[src/rtl/fpchk_fifo.sv]
// Synchronous FIFO holding in-flight expectations. Pointers carry one extra
// wrap bit so full and empty are distinguished without a separate counter.
module fpchk_fifo #(
    parameter int DATA_W = 8,
    parameter int DEPTH  = 8,
    localparam int AW    = $clog2(DEPTH)
) (
    input  logic              clk,
    input  logic              reset,
    input  logic              flush,
    input  logic              push,
    input  logic              pop,
    input  logic [DATA_W-1:0] wdata,
    output logic [DATA_W-1:0] rdata,
    output logic              full,
    output logic              empty,
    output logic [AW:0]       count
);

    localparam logic [AW:0] PTR_ONE = (AW + 1)'(1);

    logic [DATA_W-1:0] mem [DEPTH];
    logic [AW:0]       wr_ptr;
    logic [AW:0]       rd_ptr;
    logic              do_push;
    logic              do_pop;

    assign full    = (wr_ptr[AW] != rd_ptr[AW]) && (wr_ptr[AW-1:0] == rd_ptr[AW-1:0]);
    assign empty   = (wr_ptr == rd_ptr);
    assign count   = wr_ptr - rd_ptr;
    // A full FIFO refuses the push even when a pop frees a slot this cycle.
    assign do_push = push & ~full;
    assign do_pop  = pop & ~empty;
    assign rdata   = mem[rd_ptr[AW-1:0]];

    // Pointer update; flush discards everything in flight.
    always_ff @(posedge clk) begin
        // NOTE: state registers use non-blocking (<=) so every flop samples pre-edge values.
        if (!reset || flush) begin
            wr_ptr <= '0;
            rd_ptr <= '0;
        end else begin
            if (do_push) wr_ptr <= wr_ptr + PTR_ONE;
            if (do_pop)  rd_ptr <= rd_ptr + PTR_ONE;
        end
    end

    // Entry storage.
    always_ff @(posedge clk) begin
        // NOTE: storage is deliberately not reset; pointers alone define validity, so it maps to RAM.
        if (do_push) mem[wr_ptr[AW-1:0]] <= wdata;
    end

endmodule

[config.mk]
export PLATFORM = sky130hd
export DESIGN_NAME = fpchk_fifo
export DESIGN_NICKNAME = d
export VERILOG_FILES = /design/src/rtl/fpchk_fifo.sv
export SDC_FILE = /design/constraint.sdc
export NUM_CORES = 1
export LEC_CHECK = 0
export ABC_AREA = 1
export BUFFER_PORTS_ARGS = -buffer_cell sky130_fd_sc_hd__buf_2
export CAP_MARGIN = 25
export CORE_ASPECT_RATIO = 0.8
export CORE_UTILIZATION = 63
export DETAILED_ROUTE_END_ITERATION = 12
export GPL_ROUTABILITY_DRIVEN = 0
export GPL_TIMING_DRIVEN = 0
export PLACE_DENSITY = 0.94
export REMOVE_ABC_BUFFERS = 1
export SYNTH_ARGS = -nofsm -noshare
export SYNTH_HDL_FRONTEND = slang
export SYNTH_SLANG_ARGS = --single-unit
[constraint.sdc]
create_clock -name clk -period 4 [get_ports clk]
set_clock_uncertainty 0.05 [all_clocks]
set_input_delay 0.4 -clock clk [delete_from_list [all_inputs] [get_ports clk]]
set_output_delay 0.4 -clock clk [all_outputs]
set_load 0.005 [all_outputs]
# Word-level counts from Yosys, hierarchy flattened
# Memory sizes are Yosys's and may differ from the RTL's. A register that Yosys moved wholly into a read port is not among the register bits.
# Index checks and enable logic that the tools add are counted.
[totals]
regBits = 8
mem_bits_rw = 64
inputBits = 13
output_inout_bits = 14
wordCells = 20
mem_count = 1
[memory_table]
columns = ["name", "depth", "word_bits", "rd", "rd_ports_with_merged_regs", "write_ports", "line_no", "text"]
rows = [
  ["mem", 8, 8, 1, 1, 1, "22", "logic [DATA_W-1:0] mem [DEPTH];"],
]
[op_classes]
add_sub_neg = 3
eq_ne = 3
n_mux = 4
bitwise_logic = 4
n_reduce_logical = 3
[ops]
columns = ["op", "count"]
rows = [
  ["adder 4 x 1 -> 4 bit, second input constant", 2],
  ["two-way mux 3 bit", 2],
  ["equality test 4 bit", 1],
  ["subtractor 4 bit", 1],
  ["equality test 3 bit", 1],
  ["bitwise AND 1 bit", 2],
  ["two-way mux 1 bit", 2],
  ["inverter 1 bit", 2],
  ["logical AND 1 bit", 1],
  ["zero test 1 bit", 1],
  ["logical OR 1 bit", 1],
  ["inequality test 1 bit", 1],
]

# Longest topological paths before layout
[logic_depth]
word_depth = 6
ltp_mapped = 9
mapped_depth_nobuf = 9

# Worst setup path after synthesis
# No wires, ideal clock.
[synth_path]
kind = "register to register"
startpoint = "register wr_ptr[0]"
endpoint = "memory mem[1][0], enable pin"
setup_ps = 383
arrival_ps = 1724
required_time_ps = 3567
setup_slack_ps = 1843
stages_incl_launch_ff = 8
path_buffers = 0
period_less_slack_ps = 2157
path_cell_list = "dfxtp_1 -> inv_1 -> ha_1 -> inv_1 -> nor2_4 -> nand2_2 -> nand2_4 -> nor3_1"
[synth_via]
elab_chain_cells = 6
[synth_rtl]
columns = ["element", "line_no", "text"]
rows = [
  ["start, declared", "23", "logic [AW:0] wr_ptr;"],
  ["start signal, assigned", "43", "if (do_push) wr_ptr <= wr_ptr + PTR_ONE;"],
  ["equality test 3 bit", "28", "assign full = (wr_ptr[AW] != rd_ptr[AW]) && (wr_ptr[AW-1:0] == rd_ptr[AW-1:0]);"],
  ["logical AND 1 bit", "28", ""],
  ["inverter 1 bit", "32", "assign do_push = push & ~full;"],
  ["bitwise AND 1 bit", "32", ""],
  ["two-way mux 1 bit", "51", "if (do_push) mem[wr_ptr[AW-1:0]] <= wdata;"],
  ["two-way mux 1 bit (not written as such)", "51", ""],
  ["end, declared", "22", ""],
]
# Several ways; a longest one is shown, not always the timed one.

# Worst setup path in the final report
[layout_path]
startpoint = "register wr_ptr[0]"
endpoint = "memory mem[0][4], enable pin"
# Same word-level chain as after synthesis.

==> metrics.md <==
| Metric | Value |
|---|---|
| Cell row count | 22 |
| Antenna Cells | 0 |
| CP Launch Type | flop |
| Die Wd | 82.1 um |
| Post-synth design cell area | 3240 um2 |
| Tmin final | 2530 ps |
| Worst-path fanout max | 9 |
| Flop pwr share | 0.588 |
| Routed vias/inst | 5.51 |
| Synthesis warning total | 0 |
| H-Tree Depth | 3 |
| Fraction of post-synthesis cell area in the top cell type by area | 0.594 |
| Critical path class | reg -> reg |
| Worst slack on hold paths | 272 ps |
| Fin. Hold Viols | 0 |
| Type of the most critical hold path | in -> reg |
| Clock root buffer | sky130_fd_sc_hd__clkbuf_8 |
| Pin count of the biggest net entering global routing | 34 |
| Setup repair after global routing missed its margin | no |
| Net Switching | 0.326 mW |
| Proportion of power drawn by combinational gates | 0.065 |
| I/O Buffers | 26 |
| Clock network fraction of design power | 0.346 |
| CTS tree | done |
| Leakage power of the design | 1.36 nW |
| Die outline area | 5430 um2 |
| Number of buffer and inverter instances along the worst setup path | 3 |
| Final core utilization | 0.748 |
| Netlist cell types | 29 |
| Sequential share of the synthesized area | 0.662 |
| Placed wire-length estimate after detailed placement | 3.78 mm |
| Synthesis-to-layout area growth | 10.1% |
| Data arrival time of the worst path | 2440 ps |
| Number of endpoints failing setup at the final stage | 0 |
| Power per unit of standard cell area | 414 nW/um2 |
| Residual overflow from global routing | 0 |
| Number of hold buffers added after cts | 0 |
| Clock transition at the registers of the reported paths | 70 ps |
| Setup slack after layout | 1470 ps |
| MaxCap Viol Count | 0 |
| Pint | 1.15 mW |
| Slowest stage cell, crit path | sky130_fd_sc_hd__nor2_1 |
| Number of violations reported at the end of detailed-routing iteration 0 | 190 |
| Total routing resource utilization after global routing | 0.245 |
| Share of the cycle needed by the critical path after routing | 0.632 |
| Number of cells after detailed placement | 375 |
| Drc violations | 0 |
| Finished Cell Area | 3560 um2 |
| Main area contributors after synthesis | sky130_fd_sc_hd__edfxtp_1 (59%), sky130_fd_sc_hd__nor2_1 (7.3%), sky130_fd_sc_hd__dfxtp_1 (6.8%) |
| Drt first pass iters | 4 |
| Maximum vdd drop | 0.328 mV |
| Post-CTS setup buffer count | 0 |
| Number of nets in the layout | 346 |
| Final non-filler cell total | 392 |
| Run status | finished, final reports clean |
| Type of destination of the critical path | flop |
| Relative slew slack | 0.312 |
| Cell count after synthesis | 297 |
| Kind of cell adding the most delay to the critical path | simple AND/OR/NAND/NOR gates |
| Global-route wire length before repair | 9.23 mm |
| Post-Syn Area per Cell | 10.9 um2 |
| Maximum single-stage delay on the critical path | 690 ps |
| Number of pins with negative max-slew slack in the final report | 0 |
| Fmax | 395 MHz |
| Share of final-layout standard cells stronger than drive strength 1 | 0.184 |
| Starting density of the core | 0.680 |
| Filler Cells Inserted | 326 |
| Switching Share | 0.221 |
| Floorplan core area | 4760 um2 |
| Via count of the first global-routing pass | 2082 |
| Cells along the critical path | inv_1 -> ha_1 -> inv_1 -> nor2_4 -> nand2_2 -> nand2_4 -> clkinv_2 -> nand2_2 -> nor2_1 |
| Cell type with the largest total area after synthesis | sky130_fd_sc_hd__edfxtp_1 |
| Total of cells resized after clock tree synthesis | 0 |
| Placed standard-cell area | 3370 um2 |
| Final setup TNS | 0 ps |
| Count of clock tree sinks | 75 |
| Maximum count of clock buffers along a single path | 2 |
| Sum of routed wire length over all layers | 5.73 mm |
| Number of buffers created by CTS | 9 |
| Endpoint required time on the critical path | 3910 ps |
| Number of vias in the routed layout | 2161 |
| Antenna violations before repair | 0 |
| Antenna Nets Post-Route | 0 |
| Insertion delay of the later-clocked pin in the worst-skew pair | 340 ps |
| Overall die height | 66.1 um |
| Post-synthesis register bit count | 75 |
| Wire per inst | 14.6 um |
| Actual slew at the worst max-slew pin | 1030 ps |
| Top Ports | 27 |
| Worst-case setup slack after placement | 1390 ps |
| Overall power of the completed layout | 1.48 mW |
-- power by group through the flow --
stage	Combinational (mW)	Sequential, mW	Clock (mW)
after detailed placement	0.0939	0.888	0
final	0.0967	0.869	0.511
after global placement	0.0880	0.887	0
after CTS	0.0943	0.870	0.517
after global routing	0.112	0.870	0.547
after floorplan	0.0557	0.884	0
-- registers in the layout (all words and copies together) (netlist names), named ones only --
name	count
mem	64
rd_ptr	4
wr_ptr	4
-- cell type report --
type | count | area [um2] | area share
multi-input combinational | 193 | 931 | 0.261
timing repair buffer | 30 | 168 | 0.0471
tap | 60 | 75.1 | 0.0211
clock inverter | 5 | 27.5 | 0.00772
inverter | 18 | 68.8 | 0.0193
clock buffer | 11 | 151 | 0.0425
sequential | 75 | 2140 | 0.601
-- cells in the final DEF, fill, tap and decap left out, types with 4 or more instances in the layout --
| cell type | n |
|---|---|
| sky130_fd_sc_hd__a21oi_1 | 6 |
| sky130_fd_sc_hd__clkinv_2 | 5 |
| sky130_fd_sc_hd__nor2_1 | 63 |
| sky130_fd_sc_hd__inv_1 | 13 |
| sky130_fd_sc_hd__nand2_1 | 41 |
| sky130_fd_sc_hd__nand2_2 | 6 |
| sky130_fd_sc_hd__o21ai_1 | 29 |
| sky130_fd_sc_hd__dfxtp_1 | 11 |
| sky130_fd_sc_hd__clkbuf_8 | 11 |
| sky130_fd_sc_hd__ha_1 | 5 |
| sky130_fd_sc_hd__o21ai_0 | 23 |
| sky130_fd_sc_hd__edfxtp_1 | 64 |
| sky130_fd_sc_hd__buf_2 | 26 |
| sky130_fd_sc_hd__nand3_1 | 6 |
| sky130_fd_sc_hd__inv_2 | 4 |
-- metal layers --
metal / share of wire / up-vias / GRT usage
met3: 0.076 / 8 / 0.0607
met2: 0.50 / 70 / 0.395
li1: - / 1076 / -
met4: 0.017 / 0 / 0.149
met1: 0.41 / 1007 / 0.296
met5: 0 / - / 0
-- final timing paths --
| path | startpoint | to | slack (ps) | depth (start not counted) |
|---|---|---|---|---|
| setup / recovery | wr_ptr[0] | mem[0][4] | 1470 | 9 |
| setup reg to reg | wr_ptr[0] | mem[0][4] | 1470 | 9 |
| hold / removal | wdata[5] | mem[4][5] | 270 | 1 |
| hold reg to reg | rd_ptr[3] | rd_ptr[3] | 480 | 2 |
-- cell usage after synthesis (all sizes together) --
master and n:
nor2 65, fa 1, clkbuf 3, nand4 2, clkinv 1, inv 17
buf 8, nor3 3, ha 5, a21oi 6, dfxtp 11, xor2 3
nand3 6, xnor2 1, edfxtp 64, o21ai 53, nand2 48
-- cell families (layout without fill, tap and decap cells) --
logic type,count (synthesis),after routing,share of synthesized area
flops,75,75,0.662
buf+inv,29,64,0.0506
fa+ha+maj,6,6,0.0255
compound gates,59,59,0.0924
simple gates,124,124,0.159
xor+xnor,4,4,0.0108
No activity file was read; power rests on OpenSTA's default activity.
